==> config.mk <==
export PLATFORM = sky130hd
export DESIGN_NAME = fetch_unit
export DESIGN_NICKNAME = d
export VERILOG_FILES = /design/src/rtl/fetch_unit.sv
export SDC_FILE = /design/constraint.sdc
export NUM_CORES = 1
export LEC_CHECK = 0
export ABC_AREA = 1
export CAP_MARGIN = 20
export CORE_MARGIN = 5
export CORE_UTILIZATION = 44
export DETAILED_ROUTE_END_ITERATION = 10
export PLACE_DENSITY = 0.81
export SLEW_MARGIN = 10
export SYNTH_ARGS = -nofsm -noshare
export SYNTH_HDL_FRONTEND = slang
export SYNTH_SLANG_ARGS = --single-unit
==> constraint.sdc <==
create_clock -name clk -period 3.9 [get_ports clk]
set_input_delay 0.78 -clock clk [delete_from_list [all_inputs] [get_ports clk]]
set_output_delay 0.78 -clock clk [all_outputs]
set_load 0.01 [all_outputs]
==> src/rtl/fetch_unit.sv <==
// Instruction-fetch stage: issues single-outstanding imem reads at the current PC,
// queues returned words for decode, and computes the next PC for the PC register.
module fetch_unit #(
  parameter int width      = 32,
  parameter int inst_width = 32
) (
  input  logic                  clk,
  input  logic                  rst,
  input  logic [width-1:0]      pc,
  output logic [width-1:0]      addr,
  input  logic                  redirect_valid,
  input  logic [width-1:0]      redirect_target,
  output logic                  imem_req_valid,
  input  logic                  imem_req_ready,
  output logic [width-1:0]      imem_req_addr,
  input  logic                  imem_resp_valid,
  input  logic [inst_width-1:0] imem_resp_data,
  output logic                  inst_valid,
  input  logic                  inst_ready,
  output logic [inst_width-1:0] inst_data,
  output logic [width-1:0]      inst_pc
);

  typedef enum logic [1:0] {
    IDLE = 2'd0,
    WAIT = 2'd1,
    DROP = 2'd2
  } state_t;

  state_t                state, state_nxt;
  logic [1:0]            count;
  logic [width-1:0]      pend_pc;
  logic [width-1:0]      q_pc   [2];
  logic [inst_width-1:0] q_data [2];

  logic hs;
  logic push;
  logic pop;

  assign imem_req_valid = (state == IDLE) && (count < 2'd2) && !redirect_valid && !rst;
  assign imem_req_addr  = pc;
  assign hs             = imem_req_valid && imem_req_ready;

  // A redirect in the same cycle as a response kills the response.
  assign push       = (state == WAIT) && imem_resp_valid && !redirect_valid;
  assign inst_valid = (count != 2'd0) && !redirect_valid;
  assign pop        = inst_valid && inst_ready;
  assign inst_data  = q_data[0];
  assign inst_pc    = q_pc[0];

  always_comb begin
    addr = pc;
    if (redirect_valid) begin
      addr = redirect_target;
    end else if (hs) begin
      addr = pc + width'(4);
    end
  end

  always_comb begin
    state_nxt = state;
    case (state)
      IDLE: begin
        if (hs) state_nxt = WAIT;
      end
      WAIT: begin
        if (imem_resp_valid)     state_nxt = IDLE;
        else if (redirect_valid) state_nxt = DROP;
      end
      DROP: begin
        if (imem_resp_valid) state_nxt = IDLE;
      end
      default: state_nxt = IDLE;
    endcase
  end

  always_ff @(posedge clk) begin
    if (rst) begin
      state <= IDLE;
    end else begin
      state <= state_nxt;
    end
  end

  // Entry 0 is always the head; it keeps its value after the last pop so the
  // decode-facing outputs hold steady while the queue is empty.
  always_ff @(posedge clk) begin
    if (rst) begin
      count     <= 2'd0;
      pend_pc   <= '0;
      q_pc[0]   <= '0;
      q_pc[1]   <= '0;
      q_data[0] <= '0;
      q_data[1] <= '0;
    end else begin
      if (hs) pend_pc <= pc;

      if (redirect_valid) begin
        count <= 2'd0;
      end else if (push && !pop) begin
        count <= count + 2'd1;
      end else if (pop && !push) begin
        count <= count - 2'd1;
      end

      if (push) begin
        if (count == 2'd0 || (count == 2'd1 && pop)) begin
          q_pc[0]   <= pend_pc;
          q_data[0] <= imem_resp_data;
        end else if (count == 2'd2 && pop) begin
          q_pc[0]   <= q_pc[1];
          q_data[0] <= q_data[1];
          q_pc[1]   <= pend_pc;
          q_data[1] <= imem_resp_data;
        end else begin
          q_pc[1]   <= pend_pc;
          q_data[1] <= imem_resp_data;
        end
      end else if (pop && count == 2'd2) begin
        q_pc[0]   <= q_pc[1];
        q_data[0] <= q_data[1];
      end
    end
  end

endmodule

==> results_dict.tcl <==
set metrics [dict create \
    synthArstFlopShare_pct 0 \
    clockBufferDepth 2 \
    p_leak_uw 0.004659 \
    drive_gt1_share_pct 7.524 \
    final_util_pct 58.18 \
    post-place-ws_ps 124.9 \
    hold_path.class "reg2reg" \
    cts_buffers 17 \
    grtUsageMet1_pct 24.96 \
    grt_pass1_vias 6888 \
    worst_pin_slew_ps 728.6 \
    nets 1237 \
    syn_nets 1090 \
    num_antenna_cells 0 \
    grt_pass1_wl_um 35290 \
    ff2ff_setup_slack_ps 1440 \
    fp.dieArea_sq_um 22310 \
    initialDrtViolationCount 459 \
    timing.rr.start "count[1]$_SDFFE_PP0P_" \
    synth_area_per_cell_sq_um 8.692 \
    yosysTopAreaCellShare_pct 44.98 \
    total_power_uw 4203 \
    initial_core_util_pct 44.34 \
    grtUsageTotal_pct 20.10 \
    wl_per_cell_um 15.93 \
    antenna_found_initial 0 \
    netlist_area_sq_um 8544 \
    clock_latency_ps 410 \
    globalRouteOverflowTotal 0 \
    drc_errors 0 \
    crit_start "pc[17]" \
    synthDistinctLibCells 36 \
    instances_no_fill 1408 \
    relSlewSlack_pct 51.42 \
    cts_tree "yes" \
    synthToLayoutAreaGrowth_pct 31.22 \
    dp_hpwl_um 16060 \
    post_drt_via_cell_ratio 4.882 \
    grt_start_max_net_pins 65 \
    period_share_pct 96.44 \
    routed_wl_um 22440 \
    critPathRequiredTime_ps 3120 \
    syn_inst 983 \
    ctsHoldBuffers 0 \
    period_needed_ps 3761 \
    fmax_mhz 265.9 \
    pin_count 232 \
    crit_end "addr[27]" \
    finalWeightedCongestion 0.8999 \
    clock_skew_ps 11.13 \
    synthTopCellsByCount "221 x nor2_1, 128 x edfxtp_1, 112 x nand2_1" \
    clock_sinks 164 \
    die_height_um 149.4 \
    synth.largest_area_cell "edfxtp_1" \
    dominantRegCellSynth "edfxtp_1" \
    dr_total_vias 6874 \
    worstSetupPathType "in2out" \
    gr-max-usage-layer "met2" \
    fin_ws_ps 139.0 \
    hold_ws_ps 462.5 \
    timing.final.hold_violations 0 \
    postRouteAntennaNets 0 \
    die_w_um 149.4 \
    placementRows 51 \
    yosys-top-cells-area "edfxtp_1 45%, nor2_1 9.7%, buf_4 8.5%" \
    ff2ff_path_depth 8 \
    ys_ff_latch 164 \
    ir_drop_mv 0.2466 \
    finalSetupViolCount 0 \
    numPortBuffers 231 \
    grtUsageMet3_pct 4.771 \
    cts_repair_resize_count 0 \
    status "complete, no violations" \
    arrival_ps 2980 \
    maxCapViolCount 0 \
    core-area_sq_um 19270 \
    cp-end-kind "output port" \
    cp_max_fo 6 \
    synth_enable_flop_cells 128 \
    p_per_area_nw_per_um2 374.9 \
    clk_pin_slew_ps 60 \
    post-cts-setup-buffers 0 \
    dr.pass1.iters 5 \
    synth_most_common_cell "nor2_1" \
    synth_warnings 0 \
    reg2reg_to "q_pc[0][7]$_DFFE_PP_" \
    htreeDepth 4 \
    place_inst 1376 \
    clock-root-buffer "clkbuf_16" \
    crit_path_start_kind "input pin" \
    grt_util_met2_pct 34.39 \
    yosysSeqAreaShare_pct 53.42 \
    maxSlewViolCount 0 \
]
-- flip-flops by register name, summed over array words and instances (netlist names) --
name,flops
pend_pc,32
count,2
state,2
q_data,64
q_pc,64
-- final cells by class --
cell class | instances | area [sq um]
fill | 1716 | 8059
sequential | 164 | 4564
multi-input combinational | 577 | 2681
timing repair buffer | 269 | 2648
clock buffer | 19 | 475.5
inverter | 101 | 381.6
tap | 265 | 331.6
clock inverter | 13 | 130.1
-- worst min-delay path by stage --
stage | start | endpoint | slack (ps) | cells past startpoint
after floorplan | pend_pc[25]$_SDFFE_PP0P_ | pend_pc[25]$_SDFFE_PP0P_ | 440 | 2
after detailed placement | pend_pc[26]$_SDFFE_PP0P_ | pend_pc[26]$_SDFFE_PP0P_ | 450 | 2
after global placement | pend_pc[28]$_SDFFE_PP0P_ | pend_pc[28]$_SDFFE_PP0P_ | 450 | 2
after CTS | pend_pc[29]$_SDFFE_PP0P_ | pend_pc[29]$_SDFFE_PP0P_ | 460 | 2
after global routing | pend_pc[11]$_SDFFE_PP0P_ | pend_pc[11]$_SDFFE_PP0P_ | 480 | 2
final | pend_pc[29]$_SDFFE_PP0P_ | pend_pc[29]$_SDFFE_PP0P_ | 460 | 2
-- power by group --
group	internal, uW	total [uW]	switching, uW	leakage (uW)
clock	977	1700	723	0.000298
sequential	1950	1970	24.3	0.00161
combinational	273	530	257	0.00275
total	3200	4200	1000	0.00466
-- worst max-delay path: stages --
cell,delay (ps)
clkdlybuf4s50_1,620
nand2_1,120
inv_1,80
nand3_1,110
nor2_1,380
nand3_1,120
nand2_1,80
nand3_1,70
nand2_1,70
clkdlybuf4s50_1,540
-- metal layers --
| layer | part of all wire (%) | up-vias |
|---|---|---|
| li1 | - | 3407 |
| met1 | 40 | 3142 |
| met2 | 49 | 296 |
| met3 | 8.7 | 29 |
| met4 | 2.2 | 0 |
| met5 | 0 | - |
-- stage by stage --
step | TNS [ps] | area [sq um]
4_1_cts | 0 | 11210
6_report | 0 | 11210
3_5_place_dp | 0 | 10600
2_1_floorplan | 0 | 8544
5_1_grt | -3.085 | 11210
3_3_place_gp | 0 | 10600
-- cells in the final DEF (no fill, tap or decap), types with 4 or more instances in the layout --
cell	n
inv_6	7
nor2_1	220
nand2_1	111
nand4_1	13
a21oi_1	40
o21ai_1	15
nand3_1	49
buf_4	34
clkdlybuf4s50_1	231
xnor2_1	5
nor2_4	4
edfxtp_1	128
a21o_1	5
inv_1	99
o21ai_0	86
ha_1	5
clkbuf_16	19
buf_12	4
dfxtp_1	36
-- logic make-up (layout without fill, tap and decap cells) --
kind of cell,count (synthesis),count (layout),synth area share [%]
and+or+nand+nor,411,411,20.19
buffers and inverters,242,402,15.55
DFF,164,164,53.42
AOI/OAI and AO/OA,153,153,9.284
xor gates and xnor gates,8,8,0.8201
adders and majority gates,5,5,0.7322
No activity file was read; power rests on OpenSTA's default activity.
